===== src/rtl/mem_arb_pkg.sv =====
// Shared definitions for the multicore memory arbiter: FSM encoding,
// default sizing and a small index helper.
package mem_arb_pkg;

  localparam int N_REQ_DEF = 4;
  localparam int AW_DEF    = 8;
  localparam int DW_DEF    = 16;

  typedef logic [1:0] state_t;

  localparam state_t IDLE  = 2'd0;
  localparam state_t ISSUE = 2'd1;
  localparam state_t RESP  = 2'd2;

  // Next core index after idx, wrapping at n (n may be any value 2..8).
  function automatic logic [2:0] wrap_inc(input logic [2:0] idx, input int n);
    logic [3:0] s;
    s = {1'b0, idx} + 4'd1;
    return (s >= 4'(n)) ? 3'd0 : s[2:0];
  endfunction

endpackage


===== src/rtl/mem_arb_rr_pick.sv =====
// Combinational rotating-priority picker: the first eligible request at or
// after rr_ptr (wrapping) wins. Masked bits are never eligible.
module mem_arb_rr_pick import mem_arb_pkg::*; #(
  parameter int N_REQ = N_REQ_DEF
) (
  input  logic [N_REQ-1:0] req,
  input  logic [N_REQ-1:0] mask,
  input  logic [2:0]       rr_ptr,
  output logic             valid,
  output logic [2:0]       index
);

  // Padded to 8 entries so a 3-bit index is always in range.
  logic [7:0]       elig_pad;
  logic [N_REQ-1:0] hit;
  logic [2:0]       pos [N_REQ];

  assign elig_pad = 8'(req & ~mask);

  // Slot gi of the rotated view holds core (rr_ptr + gi) mod N_REQ.
  genvar gi;
  generate
    for (gi = 0; gi < N_REQ; gi++) begin : g_rot
      logic [3:0] sum;
      assign sum     = {1'b0, rr_ptr} + 4'(gi);
      assign pos[gi] = (sum >= 4'(N_REQ)) ? 3'(sum - 4'(N_REQ)) : sum[2:0];
      assign hit[gi] = elig_pad[pos[gi]];
    end
  endgenerate

  // Lowest rotated slot wins; scan from the far end so it is written last.
  always_comb begin
    valid = 1'b0;
    index = '0;
    for (int k = N_REQ - 1; k >= 0; k--) begin
      if (hit[k]) begin
        valid = 1'b1;
        index = pos[k];
      end
    end
  end

endmodule


===== src/rtl/mem_arbiter.sv =====
// Round-robin arbiter sharing one single-port memory between N_REQ cores.
// One access at a time: IDLE -> ISSUE (memory strobe) -> RESP (ack/data).
module mem_arbiter import mem_arb_pkg::*; #(
  parameter int N_REQ = N_REQ_DEF,
  parameter int AW    = AW_DEF,
  parameter int DW    = DW_DEF
) (
  input  logic                clk,
  input  logic                rst,
  input  logic [N_REQ-1:0]    req,
  input  logic [N_REQ-1:0]    we,
  input  logic [N_REQ*AW-1:0] addr,
  input  logic [N_REQ*DW-1:0] wdata,
  output logic [N_REQ-1:0]    ack,
  output logic [DW-1:0]       rdata,
  output logic [2:0]          grant_id,
  output logic                busy,
  output logic                mem_en,
  output logic                mem_we,
  output logic [AW-1:0]       mem_addr,
  output logic [DW-1:0]       mem_wdata,
  input  logic [DW-1:0]       mem_rdata
);

  state_t           state_reg;
  logic [2:0]       grant_id_reg;
  logic [2:0]       rr_ptr_reg;
  logic [DW-1:0]    rdata_reg;
  logic             wr_reg;

  logic             in_issue;
  logic             in_resp;
  logic [2:0]       rr_after;
  logic [7:0]       we_pad;
  logic [N_REQ-1:0] owner_mask;
  logic             pick_valid;
  logic [2:0]       pick_idx;

  assign in_issue = (state_reg == ISSUE);
  assign in_resp  = (state_reg == RESP);
  assign rr_after = wrap_inc(grant_id_reg, N_REQ);
  assign we_pad   = 8'(we);

  // Owner one-hot doubles as the RESP-cycle mask and the ack decode.
  genvar gi;
  generate
    for (gi = 0; gi < N_REQ; gi++) begin : g_owner
      assign owner_mask[gi] = (grant_id_reg == 3'(gi));
      assign ack[gi]        = in_resp && owner_mask[gi];
    end
  endgenerate

  // In RESP the owner still holds req, so it is masked and the search
  // already starts from the pointer value being committed this cycle.
  mem_arb_rr_pick #(.N_REQ(N_REQ)) u_pick (
    .req    (req),
    .mask   (in_resp ? owner_mask : '0),
    .rr_ptr (in_resp ? rr_after : rr_ptr_reg),
    .valid  (pick_valid),
    .index  (pick_idx)
  );

  assign grant_id  = grant_id_reg;
  assign busy      = (state_reg != IDLE);
  assign mem_en    = in_issue;
  assign mem_we    = in_issue && we_pad[grant_id_reg];
  assign mem_addr  = in_issue ? addr[int'(grant_id_reg)*AW +: AW]  : '0;
  assign mem_wdata = in_issue ? wdata[int'(grant_id_reg)*DW +: DW] : '0;
  // Read data is visible together with the read ack, then held.
  assign rdata     = (in_resp && !wr_reg) ? mem_rdata : rdata_reg;

  // Access sequencing and winner latch.
  always_ff @(posedge clk or posedge rst) begin
    if (rst) begin
      state_reg    <= IDLE;
      grant_id_reg <= '0;
      wr_reg       <= 1'b0;
    end else begin
      case (state_reg)
        IDLE: begin
          if (pick_valid) begin
            grant_id_reg <= pick_idx;
            state_reg    <= ISSUE;
          end
        end
        ISSUE: begin
          wr_reg    <= mem_we;
          state_reg <= RESP;
        end
        RESP: begin
          if (pick_valid) begin
            grant_id_reg <= pick_idx;
            state_reg    <= ISSUE;
          end else begin
            state_reg <= IDLE;
          end
        end
        default: state_reg <= IDLE;
      endcase
    end
  end

  // Round-robin pointer advance and read-data capture at completion.
  always_ff @(posedge clk or posedge rst) begin
    if (rst) begin
      rr_ptr_reg <= '0;
      rdata_reg  <= '0;
    end else if (in_resp) begin
      rr_ptr_reg <= rr_after;
      if (!wr_reg) begin
        rdata_reg <= mem_rdata;
      end
    end
  end

endmodule


===== config.mk =====
export PLATFORM = sky130hd
export DESIGN_NAME = mem_arbiter
export DESIGN_NICKNAME = d
export VERILOG_FILES = /design/src/rtl/mem_arb_pkg.sv /design/src/rtl/mem_arb_rr_pick.sv /design/src/rtl/mem_arbiter.sv
export SDC_FILE = /design/constraint.sdc
export NUM_CORES = 1
export LEC_CHECK = 0
export ABC_CLOCK_PERIOD_IN_PS = 4900
export CAP_MARGIN = 15
export CORE_AREA = 5 5 63 65
export CTS_CLUSTER_SIZE = 25
export DETAILED_ROUTE_END_ITERATION = 8
export DIE_AREA = 0 0 68 70
export DONT_BUFFER_PORTS = 1
export PLACE_DENSITY = 0.84
export RECOVER_POWER = 100
export SETUP_SLACK_MARGIN = 0.05
export SLEW_MARGIN = 20
export SYNTH_ARGS = -nofsm -noshare
export SYNTH_HDL_FRONTEND = slang
export SYNTH_HIERARCHICAL = 1
export SYNTH_SLANG_ARGS = --single-unit

===== constraint.sdc =====
create_clock -name clk -period 4.9 [get_ports clk]
set_input_delay 0.49 -clock clk [delete_from_list [all_inputs] [get_ports clk]]
set_output_delay 0.49 -clock clk [all_outputs]
set_load 0.01 [all_outputs]

# == After elaboration in Yosys (flattened, before gate mapping) ==
# Cells that the tools add are included.
# classes
add_sub_neg,8
magnitude_cmp,10
eq_ne,6
shift,2
n_mux,31
bitwise,3
reduce_logical,13
# ops
cell,n
64-bit by 8-bit indexed part select with 16-bit output,1
16-bit two-way mux,2
32-bit by 7-bit indexed part select with 8-bit output,1
3-bit two-way mux,10
"3-bit by 4-bit less-than comparator with 1-bit output, second input constant",5
"4-bit by 3-bit >= comparator with 1-bit output, second input constant",4
1-bit binary-select mux with 3-bit select,5
"3-bit subtractor, second input constant",4
1-bit two-way mux,10
"3-bit by 1-bit adder with 4-bit output, second input constant",2
"3-bit by 2-bit adder with 4-bit output, second input constant",2
4-bit by 8-bit AND with 8-bit output,1
8-bit two-way mux,1
4-bit inverter with 8-bit output,1
"3-bit by 2-bit equality test with 1-bit output, second input constant",2
1-bit logical AND,6
2-bit case mux with 3 select lines,1
4-bit two-way mux,1
2-bit AND reduction,2
"3-bit by 1-bit equality test with 1-bit output, second input constant",1
"3-bit >= comparator, second input constant",1
3-bit zero test,1
"2-bit by 1-bit equality test with 1-bit output, second input constant",1
"2-bit equality test, second input constant",1
other kinds (7),7
# totals
register_bits,25
inputBits,122
output_inout_bits,50
wordCells,78

# == Logic depth before layout (Yosys ltp) ==
# logic_depth
depth_word,15
depth_mapped,16
ltp_nobuf,13

# == By module ==
# Netlist, hierarchy kept.
# by_module_without_submodules
mod,instances,cells_per_inst,area_per_inst_um2,seq_area_each_um2
mem_arbiter,1,140,1879.3,625.6
mem_arb_rr_pick,1,42,320.3,0.0

# == Worst setup path after synthesis ==
# Ideal clock, no wire load.
# synth_timing
path_type,register -> register
from,"reg grant_id_reg[0], in the netlist grant_id[0]"
to,"reg grant_id_reg[0], in the netlist grant_id[0]"
setup_ns,0.128
arrival_time_ns,3.037
required_ns,4.772
slack_ns,1.735
path_stages_with_launch,17
n_path_buf,3
synth_period_minus_slack_ns,3.165
path_cell_list,dfrtp_1 -> buf_6 -> buf_12 -> inv_1 -> ha_1 -> o311ai_0 -> o21ai_0 -> inv_2 -> ha_1 -> a211oi_1 -> o22ai_1 -> o21ai_0 -> nand2b_1 -> nor2b_1 -> clkbuf_1 -> nand2_1 -> o21ai_0
# synth_between
elab_chain_cells,14
word_cells_on_any_way,43
cone_classes,8 x add/sub; 5 x order compare; 3 x eq/ne; 23 x mux; 2 x bitwise; 2 x reduce/logical
# synth_rtl
element,line_no,rtl
"start, declared",mem_arbiter.sv:26,logic [2:0] grant_id_reg;
"start signal, assigned",mem_arbiter.sv:82,grant_id_reg <= pick_idx;
"start signal, assigned",mem_arbiter.sv:92,grant_id_reg <= pick_idx;
3-bit by 1-bit adder with 4-bit output,mem_arb_pkg.sv:18,"s = {1'b0, idx} + 4'd1;"
4-bit by 3-bit >= comparator with 1-bit output,mem_arb_pkg.sv:19,return (s >= 4'(n)) ? 3'd0 : s[2:0];
3-bit two-way mux,mem_arb_pkg.sv:19,
3-bit two-way mux,--,
3-bit by 2-bit adder with 4-bit output,mem_arb_rr_pick.sv:25,"assign sum = {1'b0, rr_ptr} + 4'(gi);"
4-bit by 3-bit >= comparator with 1-bit output / 3-bit subtractor (equally long branches),mem_arb_rr_pick.sv:26,assign pos[gi] = (sum >= 4'(N_REQ)) ? 3'(sum - 4'(N_REQ)) : sum[2:0];
3-bit two-way mux,mem_arb_rr_pick.sv:26,
1-bit binary-select mux with 3-bit select,mem_arb_rr_pick.sv:27,assign hit[gi] = elig_pad[pos[gi]];
1-bit two-way mux (not written as such),mem_arb_rr_pick.sv:27,
1-bit two-way mux (3 in a row),mem_arb_rr_pick.sv:36,if (hit[k]) begin
1-bit two-way mux (*),mem_arb_rr_pick.sv:36,
named net pick_valid,mem_arbiter.sv:36,logic pick_valid;
2-bit AND reduction (no line) (*),--,
# Mark *: on every way through the listed nets, which the timed path passes. The rest lies on a longest branch. The select of a mux whose other input is x is not followed.
# A chain may end at the register's enable or synchronous reset.

# == Worst setup path in the final report ==
# layout_timing
from,"reg grant_id_reg[0], in the netlist grant_id[0]"
to,"reg grant_id_reg[1], in the netlist grant_id[1]"
# The elaborated chain is that of the path after synthesis.

==> flow_summary.yaml <==
timing:
  timing.hold.ws_ns: 0.237
  fmax_mhz: 242
  slew_headroom: 0.161
  tightest_slew_ns: 1.25
  hold_violations: 0
  period_needed_ns: 4.14
  fin_tns_setup_ns: 0
  drv_slew: 0
  worst_slack_ns: 0.764
  fin_crit_sh: 0.844
  setup_viol: 0
  fin_skew_ns: 0.0129
  rsz0062_at_grt: "no"
setup_path:
  crit_required_ns: 5.10
  reg2reg_depth: 13
  start_kind: "flop"
  cp_max_fo: 30
  reg2reg_to: "grant_id[1]$_DFFE_PP0P_"
  arrival_ns: 4.33
  endpoint_kind: "flop"
  reg2reg_from: "grant_id[0]$_DFFE_PP0P_"
  path_class: "flop to flop"
  reg2reg_slack_ns: 0.76
flow_run:
  drv_cap: 0
logic_synthesis:
  synth_cell_types: 42
  avgSynthCellArea_um2: 12.1
  syn-num-nets: 311
  synthFlopType: "dfrtp_1"
  yosysSeqAreaShare: 0.284
  synth_edf_count: 0
  ys_ff_latch: 25
  synth_warnings: 6
  synthArstFlopShare: 1.00
  synthesis.area_um2: 2200
  netlist_instances: 182
floorplanning:
  initial_utilization: 0.670
  rows: 21
  io_pins: 172
  die_h_um: 70
  dieArea_um2: 4760
  core_area_um2: 3280
  dieWidth_um: 68
cts:
  clk-insertion-delay-late_ns: 0.31
  cts-root-buf: "clkbuf_4"
  path_clk_slew_ns: 0.13
  cts_buffers: 3
  cts_tree: "done"
  clock_sinks: 25
  hold_buffers: 0
  h-tree-depth: 1
  cts_setup_buffers: 0
  clockBufferDepth: 2
  cts_resized: 0
place:
  hpwl_um: 5220
  placed_area_um2: 2150
  dp_slack_ns: 1.02
  gp_congestion: 0.777
  portBuffers: 0
cells_and_area:
  largest_reg_flops: 16
  drive_above_1_share: 0.180
  areaGrowthSynthToFinish_pct: -1.19
  nFillCells: 254
  antenna_cells: 0
  nets: 302
  fin_area_um2: 2170
route:
  drtAntennaViolNets: 0
  vias: 1618
  wirelength_um: 6280
  via_per_inst: 7.42
  drc: 0
  wire_per_inst_um: 28.8
  dr.pass1.iters: 4
  drt-initial-drc-count: 114
global_routing:
  grt-ovfl-total: 0
  grt_pass1_vias: 1708
  grt_pass1_wl_um: 9230
  grt_use_total: 0.255
  grt_start_max_net_pins: 31
  antenna_found_initial: 0
pwr:
  power_mw: 1.38
  ir_drop_mv: 0.289
  cellPowerDensity_nw_per_um2: 636
  p_leak_nw: 0.932
min_path:
  hold_path.class: "input port to async pin"
outcome:
  status: "complete, no violations"
[critical path, stage by stage, from the launching register on]
cell and delay, ns:
dfrtp_2 0.95, inv_1 0.20, ha_1 0.34, o311ai_0 0.11, o21ai_0 0.74, clkinv_1 0.32
ha_1 0.27, a211oi_1 0.33, o22ai_1 0.16, o21ai_0 0.17, nand2b_1 0.07, nor2b_1 0.19
nand2_1 0.08, o21ai_0 0.07
[cells in the final DEF, fill, tap and decap left out, types with 2 or more instances in the layout]
| cell type | instances |
|---|---|
| o21ai_0 | 6 |
| mux2i_1 | 5 |
| nor2_1 | 5 |
| o22ai_1 | 3 |
| nor2b_1 | 6 |
| inv_1 | 8 |
| ha_1 | 7 |
| and3_1 | 25 |
| nor3b_1 | 3 |
| clkbuf_4 | 3 |
| mux4_1 | 7 |
| mux4_2 | 19 |
| nand2_1 | 7 |
| mux2_1 | 16 |
| nand2b_1 | 2 |
| dfrtp_1 | 24 |
[per-layer routing]
metal	wire length, um	track usage
met2	3320	0.446
met4	112	0.0618
met1	2010	0.285
met3	839	0.0962
met5	0	0
[metrics by stage]
stage                util  instances
detailed placement  0.656        214
finish              0.662        218
global placement    0.656        214
CTS                 0.664        218
floorplan               -        182
global route        0.662        218
[logic make-up after synthesis]
kind of cell               after synthesis  share of synthesized area
AOI/OAI and AO/OA                       21                     0.0683
adders and majority gates                7                     0.0398
buffers and inverters                   25                     0.0683
DFF                                     25                      0.284
muxes                                   47                      0.383
other                                    1                    0.00170
and+or+nand+nor                         56                      0.155
[how the worst max path moves through the flow]
stage                                        from  cells after the start                      end  slack (ns)
after floorplan           grant_id[0]$_DFFE_PP0P_                     16  grant_id[0]$_DFFE_PP0P_        1.73
after global placement    grant_id[0]$_DFFE_PP0P_                     12  grant_id[1]$_DFFE_PP0P_        1.25
after detailed placement  grant_id[0]$_DFFE_PP0P_                     12  grant_id[1]$_DFFE_PP0P_        1.02
after CTS                 grant_id[0]$_DFFE_PP0P_                     13  grant_id[1]$_DFFE_PP0P_        1.00
after global routing      grant_id[0]$_DFFE_PP0P_                     12  grant_id[1]$_DFFE_PP0P_        0.39
final                     grant_id[0]$_DFFE_PP0P_                     13  grant_id[1]$_DFFE_PP0P_        0.76
[area by class of cell]
cell class | instances | area, um^2 | share of cell area
clock buffer | 3 | 22.5 | 0.0104
clock inverter | 1 | 5.00 | 0.00230
inverter | 10 | 37.5 | 0.0173
multi-input combinational | 132 | 1420 | 0.652
sequential | 25 | 627 | 0.288
tap | 46 | 57.6 | 0.0265
timing repair buffer | 1 | 7.51 | 0.00345
[power breakdown]
group | internal (mW) | switching [mW] | total [mW]
combinational | 0.391 | 0.493 | 0.884
sequential | 0.304 | 0.107 | 0.411
clock | 0.0305 | 0.0560 | 0.0865
total | 0.725 | 0.657 | 1.38
[cell usage after synthesis (2+ instances only)]
| cell type | instances | area [um^2] |
|---|---|---|
| and3_1 | 25 | 156 |
| buf_12 | 2 | 40.0 |
| clkbuf_1 | 5 | 18.8 |
| mux2i_1 | 5 | 50.1 |
| mux2_2 | 16 | 180 |
| o21ai_0 | 6 | 30.0 |
| mux4_2 | 19 | 428 |
| buf_2 | 4 | 20.0 |
| nor2_1 | 4 | 15.0 |
| ha_1 | 7 | 87.6 |
| mux4_1 | 7 | 184 |
| nand2b_1 | 2 | 12.5 |
| o22ai_1 | 3 | 18.8 |
| nor3b_1 | 3 | 22.5 |
| inv_2 | 2 | 7.51 |
| and2_1 | 2 | 12.5 |
| inv_1 | 8 | 30.0 |
| dfrtp_1 | 25 | 626 |
| nor2b_1 | 6 | 37.5 |
| buf_4 | 3 | 22.5 |
| nand2_1 | 7 | 26.3 |
(Power assumes the default switching activity.)
